File: src/rtl/column_pixel_responder.sv
// Per-column pixel store: accepts single-pixel writes over a four-phase
// sel/ack handshake, runs a bulk clear sweep, and serves a VGA read port.
module column_pixel_responder #(
    parameter int          ROWS        = 480,
    parameter int          ADDR_W      = 9,
    parameter logic [7:0]  CLEAR_COLOR = 8'h00
) (
    input  logic              clock,
    input  logic              reset,
    input  logic              sel,
    input  logic [9:0]        row_select,
    input  logic [7:0]        pixel_color,
    output logic              ack,
    input  logic              clear_req,
    output logic              clear_busy,
    output logic              clear_done,
    input  logic [ADDR_W-1:0] vga_addr,
    output logic [7:0]        vga_data,
    output logic [7:0]        oob_count
);

    typedef enum logic [1:0] {
        IDLE,
        WRITE,
        ACK,
        CLEAR
    } state_t;

    state_t            state, state_n;
    logic [ADDR_W-1:0] lat_row, lat_row_n;
    logic [ADDR_W-1:0] clr_addr, clr_addr_n;
    logic [7:0]        lat_color, lat_color_n;
    logic [7:0]        oob_n;
    logic              we, we_n;
    logic              ack_n, busy_n, done_n;
    logic              in_range;

    logic              mem_we;
    logic [ADDR_W-1:0] mem_addr;
    logic [7:0]        mem_wdata;
    logic [7:0]        mem [0:ROWS-1];

    // Full 10-bit compare so rows >= 512 are never aliased into range
    assign in_range = {22'd0, row_select} < $unsigned(ROWS);

    always_comb begin
        state_n     = state;
        lat_row_n   = lat_row;
        lat_color_n = lat_color;
        clr_addr_n  = clr_addr;
        oob_n       = oob_count;
        we_n        = 1'b0;
        ack_n       = ack;
        busy_n      = clear_busy;
        done_n      = 1'b0;
        unique case (state)
            IDLE: begin
                if (clear_req) begin
                    state_n    = CLEAR;
                    clr_addr_n = '0;
                    busy_n     = 1'b1;
                end else if (sel) begin
                    lat_row_n   = row_select[ADDR_W-1:0];
                    lat_color_n = pixel_color;
                    if (in_range) begin
                        we_n    = 1'b1;
                        state_n = WRITE;
                    end else begin
                        if (oob_count != 8'hFF)
                            oob_n = oob_count + 8'd1;
                        state_n = ACK;
                        ack_n   = 1'b1;
                    end
                end
            end
            WRITE: begin
                state_n = ACK;
                ack_n   = 1'b1;
            end
            ACK: begin
                if (!sel) begin
                    state_n = IDLE;
                    ack_n   = 1'b0;
                end
            end
            CLEAR: begin
                clr_addr_n = clr_addr + 1'b1;
                if (clr_addr == ADDR_W'(ROWS - 1)) begin
                    state_n = IDLE;
                    busy_n  = 1'b0;
                    done_n  = 1'b1;
                end
            end
            default: state_n = IDLE;
        endcase
    end

    always_ff @(posedge clock) begin
        if (reset) begin
            state      <= IDLE;
            lat_row    <= '0;
            lat_color  <= '0;
            clr_addr   <= '0;
            oob_count  <= '0;
            we         <= 1'b0;
            ack        <= 1'b0;
            clear_busy <= 1'b0;
            clear_done <= 1'b0;
        end else begin
            state      <= state_n;
            lat_row    <= lat_row_n;
            lat_color  <= lat_color_n;
            clr_addr   <= clr_addr_n;
            oob_count  <= oob_n;
            we         <= we_n;
            ack        <= ack_n;
            clear_busy <= busy_n;
            clear_done <= done_n;
        end
    end

    // Single write port shared by pixel writes and the clear sweep
    always_comb begin
        mem_we    = !reset &&
                    ((state == WRITE && we) || state == CLEAR);
        mem_addr  = (state == CLEAR) ? clr_addr : lat_row;
        mem_wdata = (state == CLEAR) ? CLEAR_COLOR : lat_color;
    end

    always_ff @(posedge clock) begin
        if (mem_we)
            mem[mem_addr] <= mem_wdata;
    end

    always_ff @(posedge clock) begin
        if (reset)
            vga_data <= '0;
        else
            vga_data <= mem[vga_addr];
    end

endmodule

File: config.mk
export PLATFORM = sky130hd
export DESIGN_NAME = column_pixel_responder
export DESIGN_NICKNAME = d
export VERILOG_FILES = /design/src/rtl/column_pixel_responder.sv
export SDC_FILE = /design/constraint.sdc
export NUM_CORES = 2
export LEC_CHECK = 0
export CAP_MARGIN = 20
export CELL_PAD_IN_SITES_DETAIL_PLACEMENT = 0
export CELL_PAD_IN_SITES_GLOBAL_PLACEMENT = 2
export CORE_MARGIN = 2
export CORE_UTILIZATION = 45
export CTS_CLUSTER_DIAMETER = 50
export DETAILED_ROUTE_END_ITERATION = 6
export HOLD_SLACK_MARGIN = 0.15
export PLACE_DENSITY_LB_ADDON = 0.2
export SLEW_MARGIN = 5
export SYNTH_ARGS = -nofsm -noshare
export SYNTH_HDL_FRONTEND = slang
export SYNTH_SLANG_ARGS = --single-unit
File: constraint.sdc
create_clock -name clock -period 17.4 [get_ports clock]
set_input_delay 3.48 -clock clock [delete_from_list [all_inputs] [get_ports clock]]
set_output_delay 3.48 -clock clock [all_outputs]
set_load 0.005 [all_outputs]
# [After elaboration in Yosys (flattened, before gate mapping)]
# Memories as Yosys holds them, arrays and structs flattened. A register that Yosys moved wholly into a read port is not among the register bits.
# Cells that the tools add are included.
[op_classes] bitwise=5 n_lt_le_gt_ge=1 mux=22 reduce_logical=15 eq_ne=12 add_sub_neg=2
[ops] op="$mux W9" n=2
[ops] op="$pmux W9 S2" n=1
[ops] op="$ne A2 B2 Y1 const B" n=6
[ops] op="$lt A10 B9 Y1 const B" n=1
[ops] op="$mux W1" n=10
[ops] op="$mux W2" n=5
[ops] op="$reduce_and A5 Y1" n=2
[ops] op="$add A9 B1 Y9 const B" n=1
[ops] op="$eq A9 B9 Y1 const B" n=1
[ops] op="$reduce_and A3 Y1" n=3
[ops] op="$add A8 B1 Y8 const B" n=1
[ops] op="$mux W8" n=1
[ops] op="$ne A8 B8 Y1 const B" n=1
[ops] op="$pmux W2 S4" n=1
[ops] op="$not A1 Y1" n=5
[ops] op="$eq A2 B2 Y1 const B" n=2
[ops] op="$reduce_or A4 Y1" n=1
[ops] op="$ne A3 B3 Y1 const B" n=1
[ops] op="$pmux W1 S3" n=1
[ops] op="$reduce_bool A3 Y1" n=1
[ops] op="$eq A2 B1 Y1 const B" n=1
[ops] op="$logic_and A1 B1 Y1" n=2
[ops] op="$logic_not A2 Y1" n=1
[ops] op="$pmux W1 S2" n=1
[ops] op="5 further kinds" n=5
[totals] memories=1 word_cells=67 regBits=40 in_bits=31 output_inout_bits=19 ramBits=3840
[mem_list] memory="mem" words=480 word_bits=8 rd=1 rd_clocked_by_memory_dff=1 write_ports=1 line="41" rtl="logic [7:0] mem [0:ROWS-1];"

# [Longest topological paths before layout]
[depth] word_depth=6 ltp_mapped=14 ltp_nobuf=9

# [Worst setup path before layout]
# Ideal clock, no wire load.
[synth_timing] path_kind="flip-flop to flip-flop" start="register state[0]" end="memory mem[0][0], data pin" arrival_ns=12.764 t_required_ns=14.835 setup_ns=2.565 stages_incl_launch_ff=6 setup_slack_ns=2.071 synth_period_minus_slack_ns=15.329 path_buffers=3 path_cell_list="dfxtp_1 ha_1 clkbuf_1 clkbuf_1 clkbuf_1 nor2b_1"
[synth_between] elab_chain_cells=2
[synth_lines] element="from (decl)" line="29" rtl="state_t state, state_n;"
[synth_lines] element="from (signal assigned)" line="110" rtl="state <= state_n;"
[synth_lines] element="$eq A2 B2 Y1" line="127" rtl="mem_wdata = (state == CLEAR) ? CLEAR_COLOR : lat_color;"
[synth_lines] element="$mux W8" line="127"
[synth_lines] element="via mem_wdata[0]" line="40" rtl="logic [7:0] mem_wdata;"
[synth_lines] element="to (decl)" line="41"
# The timed path passes the listed nets, and every way through them passes these cells.

==> reports/metrics.cfg <==
[run_status]
outcome=finished, final reports clean

[floorplan]
core_area_mm2=0.3337
pin_count=50
die_w_um=583.3
fp.dieH_um=583.3
start_util=0.4525
placementRows=212
die_area_mm2=0.3402

[timing]
finalSetupViolations=0
finalSetupTns_ps=0
post-route-period-util=0.4588
drv_slew=0
max_freq_mhz=125.3
hold_violations=0
finalCriticalPeriod_ps=7984
rsz0062_at_grt=no
clock_skew_ps=37.32
relSlewSlack=0.1696
worst_pin_slew_ps=1246

[placement]
gp_congestion=0.8248
dp.cells=11270
dp_hpwl_mm=265.8
io_buffer_count=49

[flow_run]
drv_cap=0

[setup_path]
reg2reg_depth=8
startpoint_type=input port
reg2reg_to=mem[393][6]
timing.rr.start=state[0]
path_class=input port to register
r2r_slack_ps=12180
crit_path_end_kind=register
arrival_ps=8830
crit_fanout=47
crit_required_ps=18250

[hold_path]
holdPathEnd=lat_color[1]
hp-start=lat_color[1]
hold_depth=2
hold_class=register to register

[clock_tree]
ctsHoldBuffers=0
cts_setup_buffers=0
cts_max_level=5
cts_resized=0
cts_buffer_depth=4
root_buffer=clkbuf_16
cts_num_sinks=3888
tritoncts=built
path_clk_slew_ps=60
clock_latency_ps=960
cts_buffers=436

[synth]
yosysSeqAreaShare=0.7700
syn_area_mm2=0.1510
yosys_register_bits=3888
syn_inst=7067
synth_top_area_share=0.7637
ys.flop_type=edfxtp_1
ys_async_sr_fraction=0
synthDistinctLibCells=77
synth_common_cells=3840 x edfxtp_1, 972 x mux4_2, 563 x nor2_1
syn_nets=7104
yosys_warnings=0
avgSynthCellArea_um2=21.37
yosysMostFrequentCell=edfxtp_1
synth_area_leaders=edfxtp_1 76%, mux4_2 14%, nor2_1 1.4%
synth-edff-count=3840
yosysTopAreaCell=edfxtp_1

[route]
routed_wl_mm=438.4
wl_per_cell_um=36.27
avgViaCountPerCell=6.227
post-route-drc-count=0
first_pass_iters=5
drtIter0Drc=9562
ant_nets=0
num_vias=75270

[power]
p_leak_nw=53.79
ir_worst_vdd_uv=91.68
cellPowerDensity_mw_per_mm2=122.5

[global_routing]
grt_pass1_wl_mm=609.0
top_usage_layer=met2
grt_use_met2=0.4123
grt_pass1_vias=75500
grt_max_degree=199
grt_overflow_total=0
use_met3=0.03608
globalRouteTotalUtil=0.2562
use_met1=0.3685
antenna_found_initial=34

[layout]
syn2layout_area_growth_pct=13.37
final_util=0.5130
finalNonFillerCells=12090
drive_above_1_share=0.2506
final_nets=7364

per-layer routing:
layer | wire [µm] | vias to the layer above
li1 | - | 30110
met1 | 181600 | 41260
met2 | 211900 | 3272
met3 | 32290 | 635
met4 | 12540 | 0
met5 | 0 | -
power by group:
group | switching (mW) | internal (mW) | leakage (nW)
clock network | 3.83 | 5.44 | 6.96
logic | 0.880 | 0.348 | 11.0
registers | 0.0160 | 10.5 | 35.8
how the worst max path moves through the flow:
| stage | to | slack, ps | from |
|---|---|---|---|
| after global placement | vga_data[5] | 8020 | vga_addr[1] |
| final | vga_data[0] | 9420 | vga_addr[1] |
| after global routing | vga_data[2] | 9240 | vga_addr[0] |
| after floorplan | mem[0][0] | 2070 | state[0] |
| after detailed placement | vga_data[2] | 8390 | vga_addr[0] |
| after CTS | vga_data[2] | 9430 | vga_addr[0] |
flip-flops by register name, summed over array words and instances (netlist names):
register and cells:
state 2, oob_count 8, vga_data 8, ack 1, clr_addr 9, lat_color 8
mem 3840, clear_done 1, clear_busy 1, we 1, lat_row 9
cells in the final DEF (no fill, tap or decap), types with 10 or more instances in the layout:
master           synthesis  routed
clkdlybuf4s50_1          0      41
clkinv_1                 1      81
nor4_1                  10      10
mux2i_1                166     166
nand2_1                231     214
dfxtp_1                 48      48
o22ai_1                 48      48
a221oi_1                21      21
clkinv_4                 0      24
clkbuf_1               194      59
edfxtp_1              3840    3840
buf_4                   74     177
a22oi_1                120     120
clkinvlp_4               0      42
bufinv_16                0      52
a31oi_1                 32      31
mux4_2                 972     972
a21oi_1                 81      81
inv_6                    0      20
a211oi_1                27      25
nor2_1                 563     556
nand3_1                 62      62
nor2b_4                  0      11
mux4_1                  14      14
nand2b_1                22      22
o221ai_1                12      12
o21ai_0                 35      34
nand4_1                 17      17
nand2_4                  0      16
o211ai_1                17      17
a22o_1                  19      19
nor2b_1                 44      29
mux2_2                  22      22
nor3_1                  45      44
and2_1                  14      13
clkinv_2                 0      72
clkbuf_16                0     442
buf_12                   1      14
worst max-delay path, cell delays in order:
cell and delay, ps:
buf_8 300, buf_4 690, buf_4 680, buf_4 720, mux4_2 590, nor2b_1 140
a211oi_1 310, a311oi_1 200, o21ai_0 660, a31oi_1 410, or3_1 440
metrics by stage:
stage                     hold slack (ps)  area [µm²]  total power, mW  setup slack (ps)
after floorplan                     431.8      151000            11.53              2071
after global placement              448.9      156500            11.88              8021
after detailed placement            448.3      156600            11.91              8388
after CTS                           458.1      171100            21.09              9432
after global routing                481.7      171200            21.48              9235
final                               455.0      171200            20.97              9416
logic make-up (layout without fill, tap and decap cells):
group / Yosys count / after routing / share of synthesized area
flip-flops: 3888 / 3888 / 0.7700
XOR/XNOR: 11 / 11 / 0.0006380
multiplexers: 1174 / 1174 / 0.1601
AO/OA/AOI/OAI: 490 / 490 / 0.02275
buffers and inverters: 441 / 1067 / 0.01598
adder cells (fa/ha/maj): 6 / 6 / 0.0004972
AND/OR/NAND/NOR: 1057 / 1057 / 0.03005
other: 0 / 8 / 0
layout make-up:
cell class                      count  area, µm²
Fill cell                       26320     162500
Sequential cell                  3888     116300
Multi-Input combinational cell   2738      32630
Clock buffer                      501      11280
Tap cell                         4387       5489
Clock inverter                    303       3158
Timing Repair Buffer              252       2291
Inverter                           11      47.55
Antenna cell                        8      20.02
No activity file was read; power rests on OpenSTA's default activity.
